**src/rtl/lor_pkg.sv**
```systemverilog
// Shared definitions for the pipelined 12-bit subtractor (lor_sub_pipe).
// Holds the word width, the stage split point and the default number of
// approximate low bits, plus the stage-1 register layout.
// No ports (package).
package lor_pkg;

  localparam int LOR_WIDTH    = 12;
  localparam int LOR_SPLIT    = 6;
  localparam int LOR_BITS_DEF = 4;

  typedef logic [LOR_WIDTH-1:0] lor_word_t;

  // Stage-1 register: the finished low half of the difference, the borrow
  // leaving it, and the untouched upper operand bits for stage 2.
  typedef struct packed {
    logic [LOR_SPLIT-1:0]           diff_lo;
    logic                           borrow;
    logic [LOR_WIDTH-LOR_SPLIT-1:0] a_hi;
    logic [LOR_WIDTH-LOR_SPLIT-1:0] b_hi;
  } s1_t;

endpackage

```
**src/rtl/lor_sub_pipe_if.sv**
```systemverilog
// Operand/result bundle for lor_sub_pipe.
// Signals:
//   in_valid, in_ready, A, B, Bin   : operand channel (upstream -> block)
//   out_valid, out_ready, Diff, Bout: result channel  (block -> downstream)
// Modports:
//   master : the side that supplies operands and consumes results
//   slave  : the subtractor itself
//
// Handshake: a transfer happens on a rising clk edge where valid & ready are
// both 1. Once valid is raised, the sender holds it and the payload steady
// until that transfer; ready may be driven by either state of valid, and
// valid never waits on ready.
interface lor_sub_pipe_if;
  import lor_pkg::*;

  logic      in_valid;
  logic      in_ready;
  lor_word_t A;
  lor_word_t B;
  logic      Bin;
  logic      out_valid;
  logic      out_ready;
  lor_word_t Diff;
  logic      Bout;

  modport master (
    output in_valid, A, B, Bin, out_ready,
    input  in_ready, out_valid, Diff, Bout
  );

  modport slave (
    input  in_valid, A, B, Bin, out_ready,
    output in_ready, out_valid, Diff, Bout
  );

endinterface

```
**src/rtl/sub_slice.sv**
```systemverilog
// sub_slice: combinational N-bit ripple-borrow subtractor, d = a - b - bin.
// Ports:
//   d    out N  difference bits
//   bout out 1  borrow out of the top bit
//   a    in  N  minuend bits
//   b    in  N  subtrahend bits
//   bin  in  1  borrow into bit 0
module sub_slice #(
  parameter int N = 6
) (
  output logic [N-1:0] d,
  output logic         bout,
  input  logic [N-1:0] a,
  input  logic [N-1:0] b,
  input  logic         bin
);

  // bw[i] is the borrow into bit i; each bit owns exactly one link.
  logic [N:0] bw;

  assign bw[0] = bin;

  for (genvar i = 0; i < N; i++) begin : g_bit
    assign d[i]    = a[i] ^ b[i] ^ bw[i];
    // Borrow when a<b at this bit, or equal bits with a borrow arriving.
    assign bw[i+1] = (~a[i] & b[i]) | (~(a[i] ^ b[i]) & bw[i]);
  end

  assign bout = bw[N];

endmodule

```
**src/rtl/lor_sub_pipe.sv**
```systemverilog
// lor_sub_pipe: two-stage pipelined 12-bit subtractor, Diff = A - B - Bin
// modulo 2^12, Bout = 1 when A < B + Bin (unsigned).
// Stage 1 resolves the low SPLIT bits and registers the borrow leaving them;
// stage 2 ripples the upper bits from that borrow. Latency 2, one result per
// cycle, full valid/ready backpressure on both sides.
// Ports:
//   clk  in  rising-edge clock
//   rst  in  asynchronous active-high reset (clears both stages)
//   bus  lor_sub_pipe_if.slave: in_valid/in_ready/A/B/Bin in,
//        out_valid/out_ready/Diff/Bout out
// Build option: define LOR_APPROX_EN to replace the low LOR_BITS bits with
// A ^ B (Bin ignored) and a borrow of ~A[LOR_BITS-1] & B[LOR_BITS-1] into
// the next bit; everything above stays exact.
module lor_sub_pipe
  import lor_pkg::*;
(
  input logic           clk,
  input logic           rst,
  lor_sub_pipe_if.slave bus
);

  localparam int WIDTH = LOR_WIDTH;
  localparam int SPLIT = LOR_SPLIT;

  // ---------------------------------------------------------------- stage 1
  logic [SPLIT-1:0] lo_d;
  logic             lo_bw;

`ifdef LOR_APPROX_EN
  localparam int LOR_BITS = LOR_BITS_DEF;

  logic [LOR_BITS-1:0] apx_d;
  logic                apx_bw;

  assign apx_d  = bus.A[LOR_BITS-1:0] ^ bus.B[LOR_BITS-1:0];
  assign apx_bw = ~bus.A[LOR_BITS-1] & bus.B[LOR_BITS-1];

  if (LOR_BITS < SPLIT) begin : g_mid
    // Exact ripple over the low-half bits that sit above the approximate part.
    logic [SPLIT-LOR_BITS-1:0] mid_d;

    sub_slice #(.N(SPLIT-LOR_BITS)) u_lo (
      .d    (mid_d),
      .bout (lo_bw),
      .a    (bus.A[SPLIT-1:LOR_BITS]),
      .b    (bus.B[SPLIT-1:LOR_BITS]),
      .bin  (apx_bw)
    );

    assign lo_d = {mid_d, apx_d};
  end else begin : g_no_mid
    assign lo_d  = apx_d;
    assign lo_bw = apx_bw;
  end
`else
  sub_slice #(.N(SPLIT)) u_lo (
    .d    (lo_d),
    .bout (lo_bw),
    .a    (bus.A[SPLIT-1:0]),
    .b    (bus.B[SPLIT-1:0]),
    .bin  (bus.Bin)
  );
`endif

  s1_t  s1_next;
  s1_t  s1;
  logic s1_valid;

  assign s1_next.diff_lo = lo_d;
  assign s1_next.borrow  = lo_bw;
  assign s1_next.a_hi    = bus.A[WIDTH-1:SPLIT];
  assign s1_next.b_hi    = bus.B[WIDTH-1:SPLIT];

  // ---------------------------------------------------------------- stage 2
  logic [WIDTH-SPLIT-1:0] hi_d;
  logic                   hi_bw;

  sub_slice #(.N(WIDTH-SPLIT)) u_hi (
    .d    (hi_d),
    .bout (hi_bw),
    .a    (s1.a_hi),
    .b    (s1.b_hi),
    .bin  (s1.borrow)
  );

  logic      s2_valid;
  lor_word_t diff_q;
  logic      bout_q;

  // A stage may load whenever the stage after it is empty or draining this
  // cycle. in_ready therefore depends only on registered state and
  // out_ready, never on in_valid.
  logic s2_load;
  logic in_ready;

  assign s2_load  = ~s2_valid | bus.out_ready;
  assign in_ready = ~s1_valid | s2_load;

  always_ff @(posedge clk or posedge rst) begin
    if (rst) begin
      s1_valid <= 1'b0;
      s1       <= '0;
      s2_valid <= 1'b0;
      diff_q   <= '0;
      bout_q   <= 1'b0;
    end else begin
      if (in_ready) begin
        s1_valid <= bus.in_valid;
        if (bus.in_valid) begin
          s1 <= s1_next;
        end
      end
      // Holding s2 while out_ready is low keeps Diff/Bout stable.
      if (s2_load) begin
        s2_valid <= s1_valid;
        if (s1_valid) begin
          diff_q <= {hi_d, s1.diff_lo};
          bout_q <= hi_bw;
        end
      end
    end
  end

  assign bus.in_ready  = in_ready;
  assign bus.out_valid = s2_valid;
  assign bus.Diff      = diff_q;
  assign bus.Bout      = bout_q;

endmodule
```
**src/flat_wrapper.sv**
```systemverilog
// flat-port wrapper written by rule: the top's interface ports become plain ports
module lor_sub_pipe_flat import lor_pkg::*;
  (clk, rst, bus_in_valid, bus_A, bus_B, bus_Bin, bus_out_ready, bus_in_ready, bus_out_valid, bus_Diff, bus_Bout);
  lor_sub_pipe_if bus_i ();
  input logic clk;
  input logic rst;
  input wire logic [$bits(bus_i.in_valid)-1:0] bus_in_valid;
  input wire logic [$bits(bus_i.A)-1:0] bus_A;
  input wire logic [$bits(bus_i.B)-1:0] bus_B;
  input wire logic [$bits(bus_i.Bin)-1:0] bus_Bin;
  input wire logic [$bits(bus_i.out_ready)-1:0] bus_out_ready;
  output wire logic [$bits(bus_i.in_ready)-1:0] bus_in_ready;
  output wire logic [$bits(bus_i.out_valid)-1:0] bus_out_valid;
  output wire logic [$bits(bus_i.Diff)-1:0] bus_Diff;
  output wire logic [$bits(bus_i.Bout)-1:0] bus_Bout;
  assign bus_i.in_valid = bus_in_valid;
  assign bus_i.A = bus_A;
  assign bus_i.B = bus_B;
  assign bus_i.Bin = bus_Bin;
  assign bus_i.out_ready = bus_out_ready;
  assign bus_in_ready = bus_i.in_ready;
  assign bus_out_valid = bus_i.out_valid;
  assign bus_Diff = bus_i.Diff;
  assign bus_Bout = bus_i.Bout;
  lor_sub_pipe u_core (.clk(clk), .rst(rst), .bus(bus_i));
endmodule
```
**config.mk**
```make
export PLATFORM = sky130hd
export DESIGN_NAME = lor_sub_pipe_flat
export DESIGN_NICKNAME = d
export VERILOG_FILES = /design/src/rtl/lor_pkg.sv /design/src/rtl/lor_sub_pipe_if.sv /design/src/rtl/sub_slice.sv /design/src/rtl/lor_sub_pipe.sv /design/src/flat_wrapper.sv
export SDC_FILE = /design/constraint.sdc
export NUM_CORES = 1
export LEC_CHECK = 0
export ABC_AREA = 1
export BUFFER_PORTS_ARGS = -buffer_cell sky130_fd_sc_hd__buf_2
export CAP_MARGIN = 5
export CORE_MARGIN = 5
export CORE_UTILIZATION = 52
export DETAILED_ROUTE_END_ITERATION = 8
export PLACE_DENSITY = 0.79
export SKIP_CTS_REPAIR_TIMING = 1
export SYNTH_ARGS = -nofsm -noshare
export SYNTH_HDL_FRONTEND = slang
export SYNTH_HIERARCHICAL = 1
export SYNTH_SLANG_ARGS = --single-unit
```
**constraint.sdc**
```tcl
create_clock -name clk -period 3.6 [get_ports clk]
set_clock_uncertainty 0.15 [all_clocks]
set_input_delay 0.36 -clock clk [delete_from_list [all_inputs] [get_ports clk]]
set_output_delay 0.36 -clock clk [all_outputs]
set_load 0.02 [all_outputs]
```
# Yosys cells after proc, flatten, opt, wreduce, memory -nomap -nowiden
# Index checks and enable logic that the tools add are counted.
[word_totals] output_inout_bits=15 reg_bits=34 word_cells=98 input_bits=29
[classes] n_bitwise=88 reduce_logical=2
[op_table] op="1-bit NOT" count=26
[op_table] op="1-bit AND" count=24
[op_table] op="1-bit bitwise XOR" count=24
[op_table] op="1-bit bitwise OR" count=14
[op_table] op="2-bit AND reduction" count=2

# Depth between registers and ports, before layout
[logic_depth] depth_word=14 depth_mapped=12 depth_no_buf=12

# Hierarchy
# Netlist, hierarchy kept.
[by_module_without_submodules] mod="lor_sub_pipe" area_each_um2=1340.0 instances=1 seq_area_each_um2=850.8 cells_each=147
[by_module_without_submodules] mod="sub_slice" area_each_um2=172.7 instances=2 seq_area_each_um2=0.0 cells_each=20

# Worst setup path before layout
# No wires, ideal clock.
[synth_path] kind="register -> register" start="register u_core/s1[0] (netlist name)" end="register u_core.diff_q[11], in the netlist u_core/bus.Diff[11]" setup_slack_ns=0.644 setup_time_ns=0.117 arrival_ns=2.689 stages_incl_launch_ff=12 n_path_buf=0 required_time_ns=3.333 period_less_slack_ns=2.956 path_cell_list="dfrtp_1 inv_1 fa_1 inv_1 fa_1 fa_1 fa_1 fa_1 inv_1 fa_1 nand3_1 nand2_1"
[synth_via] elab_chain_cells=13 word_cells_on_any_way=14 classes_between="14 x bitwise"
[synth_rtl] element="from (decl)" line="lor_sub_pipe.sv:66" source="s1_t s1;"
[synth_rtl] element="from (signal assigned)" line="lor_sub_pipe.sv:110" source="s1 <= s1_next;"
[synth_rtl] element="1-bit bitwise XOR" line="sub_slice.sv:26" source="assign bw[i+1] = (~a[i] & b[i]) | (~(a[i] ^ b[i]) & bw[i]);"
[synth_rtl] element="1-bit NOT" line="sub_slice.sv:26"
[synth_rtl] element="1-bit AND" line="sub_slice.sv:26"
[synth_rtl] element="1-bit bitwise OR *" line="sub_slice.sv:26"
[synth_rtl] element="1-bit AND *" line="sub_slice.sv:26"
[synth_rtl] element="1-bit bitwise OR *" line="sub_slice.sv:26"
[synth_rtl] element="1-bit AND *" line="sub_slice.sv:26"
[synth_rtl] element="1-bit bitwise OR *" line="sub_slice.sv:26"
[synth_rtl] element="1-bit AND *" line="sub_slice.sv:26"
[synth_rtl] element="1-bit bitwise OR *" line="sub_slice.sv:26"
[synth_rtl] element="1-bit AND *" line="sub_slice.sv:26"
[synth_rtl] element="1-bit bitwise OR *" line="sub_slice.sv:26"
[synth_rtl] element="1-bit bitwise XOR *" line="sub_slice.sv:24" source="assign d[i] = a[i] ^ b[i] ^ bw[i];"
[synth_rtl] element="net u_core.hi_d[5]" line="lor_sub_pipe.sv:75" source="logic [WIDTH-SPLIT-1:0] hi_d;"
[synth_rtl] element="to (signal assigned)" line="lor_sub_pipe.sv:117" source="diff_q <= {hi_d, s1.diff_lo};"
[synth_rtl] element="to (decl)" line="lor_sub_pipe.sv:87" source="lor_word_t diff_q;"
# Mark *: on every way through the listed nets, which the timed path passes. The rest lies on a longest branch.
# A chain may end at the register's enable or synchronous reset.

# Worst setup path in the final report
# Same ends and word-level chain as after synthesis.

==> flow_summary.json <==
{
  "setup_viol": 0,
  "drc": 0,
  "grt_overflow": 0,
  "stdcell_count": 272,
  "dieHeight_um": 66.9,
  "fin_crit_sh_pct": 86.7,
  "finalHoldViolCount": 34,
  "yosys_warnings": 6,
  "ys_ff_latch": 34,
  "cts_buffer_depth": 2,
  "wire_per_inst_um": 10.6,
  "yosys.area.top_type": "dfrtp_1",
  "portBuffers": 43,
  "grt_max_degree": 35,
  "period_minus_slack_ps": 3120,
  "seqCellArea_um2": 851,
  "total_power_mw": 1.12,
  "cap_violations": 0,
  "leakage_nw": 1.16,
  "cts_made_buffers": 5,
  "ir_worst_vdd_uv": 233,
  "hp-class": "in2async",
  "cts_tree": "yes",
  "drv_slew": 0,
  "ios": 44,
  "final_common_cell": "nand2_1",
  "timing_worst_setup_path_type": "reg2reg",
  "synth_top_area_share_pct": 50.5,
  "core_mm2": 0.00308,
  "cts_max_level": 2,
  "wl_um": 2890,
  "critPathRequiredTime_ps": 3670,
  "violations": "negative hold slack",
  "layout_common_cells": "nand2_1 (69), buf_2 (43), dfrtp_1 (34)",
  "grt_first_pass_wirelength_um": 5270,
  "cellPowerDensity_mw_per_mm2": 572,
  "multiInputGateArea_um2": 669,
  "layout-drive-gt1-share_pct": 22.4,
  "place_congestion": 0.731,
  "grt_pass1_vias": 1194,
  "worstSkewPairLatency_ps": 320,
  "critPathCaptureType": "register",
  "n_antenna_cell": 0,
  "synth_area_mm2": 0.00169,
  "cts.sinks": 34,
  "root_buffer": "clkbuf_4",
  "worst_slew_pin_slew_ps": 586,
  "area.growth.synth_to_final_pct": 16.4,
  "layout.nets": 270,
  "dr.pass1.iters": 4,
  "via_per_inst": 4.56,
  "dr.first_iter.drc_count": 54,
  "clk_pin_slew_ps": 90,
  "yosysUniqueCellTypes": 8,
  "rows": 20,
  "grt_usage_pct": 15.7,
  "max_freq_mhz": 321,
  "outcome": "finished, violations left",
  "syn_inst": 187,
  "fin_setup_tns_ps": 0,
  "antenna_left": 0,
  "fp.dieW_um": 66.9,
  "dpl.cell_count": 266,
  "synth_area_leaders": "dfrtp_1 (50%), nand2_1 (15%), fa_1 (14%)",
  "worstPathArrival_ps": 3190,
  "rsz0062_at_grt": "no",
  "critPathLaunchType": "register",
  "fillers": 277,
  "antenna_found_initial": 0,
  "crit_path_max_fanout": 2,
  "initial_core_util_pct": 54.8,
  "synth.net_count": 228,
  "relSlewSlack_pct": 60.9,
  "yosysSeqAreaShare_pct": 50.5,
  "post-dp-hpwl_um": 2270,
  "syn_avg_cell_area_um2": 9.01,
  "vias": 1240,
  "hold_slack_ps": -48.4,
  "dieArea_mm2": 0.00448
}
[layer usage]
metal,vias up,wire length (um),track usage [%]
li1,645,-,-
met5,-,0,0
met1,556,1290,21.7
met2,34,1370,23.8
met4,0,63,6.84
met3,5,172,3.20
[path summary, 6_finish.rpt]
path                                     from                  end  slack [ps]  depth (start not counted)
setup / recovery                 u_core/s1[0]  u_core/bus.Diff[11]         480                         11
hold / removal                            rst   u_core/bus.Diff[8]         -50                          3
setup reg to reg                 u_core/s1[0]  u_core/bus.Diff[11]         480                         11
hold reg to reg            u_core/bus.Diff[2]   u_core/bus.Diff[2]         320                          2
max in group asynchronous                 rst   u_core/bus.Diff[5]        3060                          3
min in group clk                     bus_A[9]         u_core/s1[9]         110                          3
[worst max-delay path, stage by stage, from the launching register on]
cell     delay [ps]
dfrtp_1         400
inv_1            80
fa_1            160
inv_1            50
fa_1            370
fa_1            390
fa_1            390
fa_1            370
inv_1            90
fa_1            430
nand3_1          90
nand2_1          60
[power by group]
group / internal [mW] / total [mW] / switching [mW]
combinational: 0.140 / 0.381 / 0.241
sequential: 0.482 / 0.542 / 0.0602
clock: 0.0879 / 0.198 / 0.110
total: 0.710 / 1.12 / 0.411
[cells by family after synthesis]
logic type	Yosys count	synth area share, %
adder cells (fa/ha/maj)	12	14.3
buffers and inverters	39	9.80
flip-flops	34	50.5
AND/OR/NAND/NOR	102	25.5
[area by class of cell]
type | instances | area share [%]
multi-input combinational | 114 | 34.1
inverter | 30 | 5.74
tap | 44 | 2.81
sequential | 34 | 43.4
clock buffer | 6 | 2.61
timing repair buffer | 44 | 11.4
[cell usage after synthesis, drive strengths merged]
master / count
nand2: 69
dfrtp: 34
nand3: 33
inv: 30
fa: 12
buf: 9
[registers in the layout, indices dropped and copies added, names as in the netlist]
register	count
u_core/bus.Bout	1
u_core/bus.Diff	12
u_core/bus.out_valid	1
u_core/s1	19
u_core/s1_valid	1
[metrics by stage]
stage / setup WS [ps] / instance area [um^2] / utilization, %
after floorplan: 644 / 1690 / -
after global placement: 480 / 1910 / 62.1
after detailed placement: 446 / 1910 / 62.1
after CTS: 453 / 1960 / 63.7
after global routing: 331 / 1960 / 63.7
final: 480 / 1960 / 63.7
No activity file was read; power rests on OpenSTA's default activity.
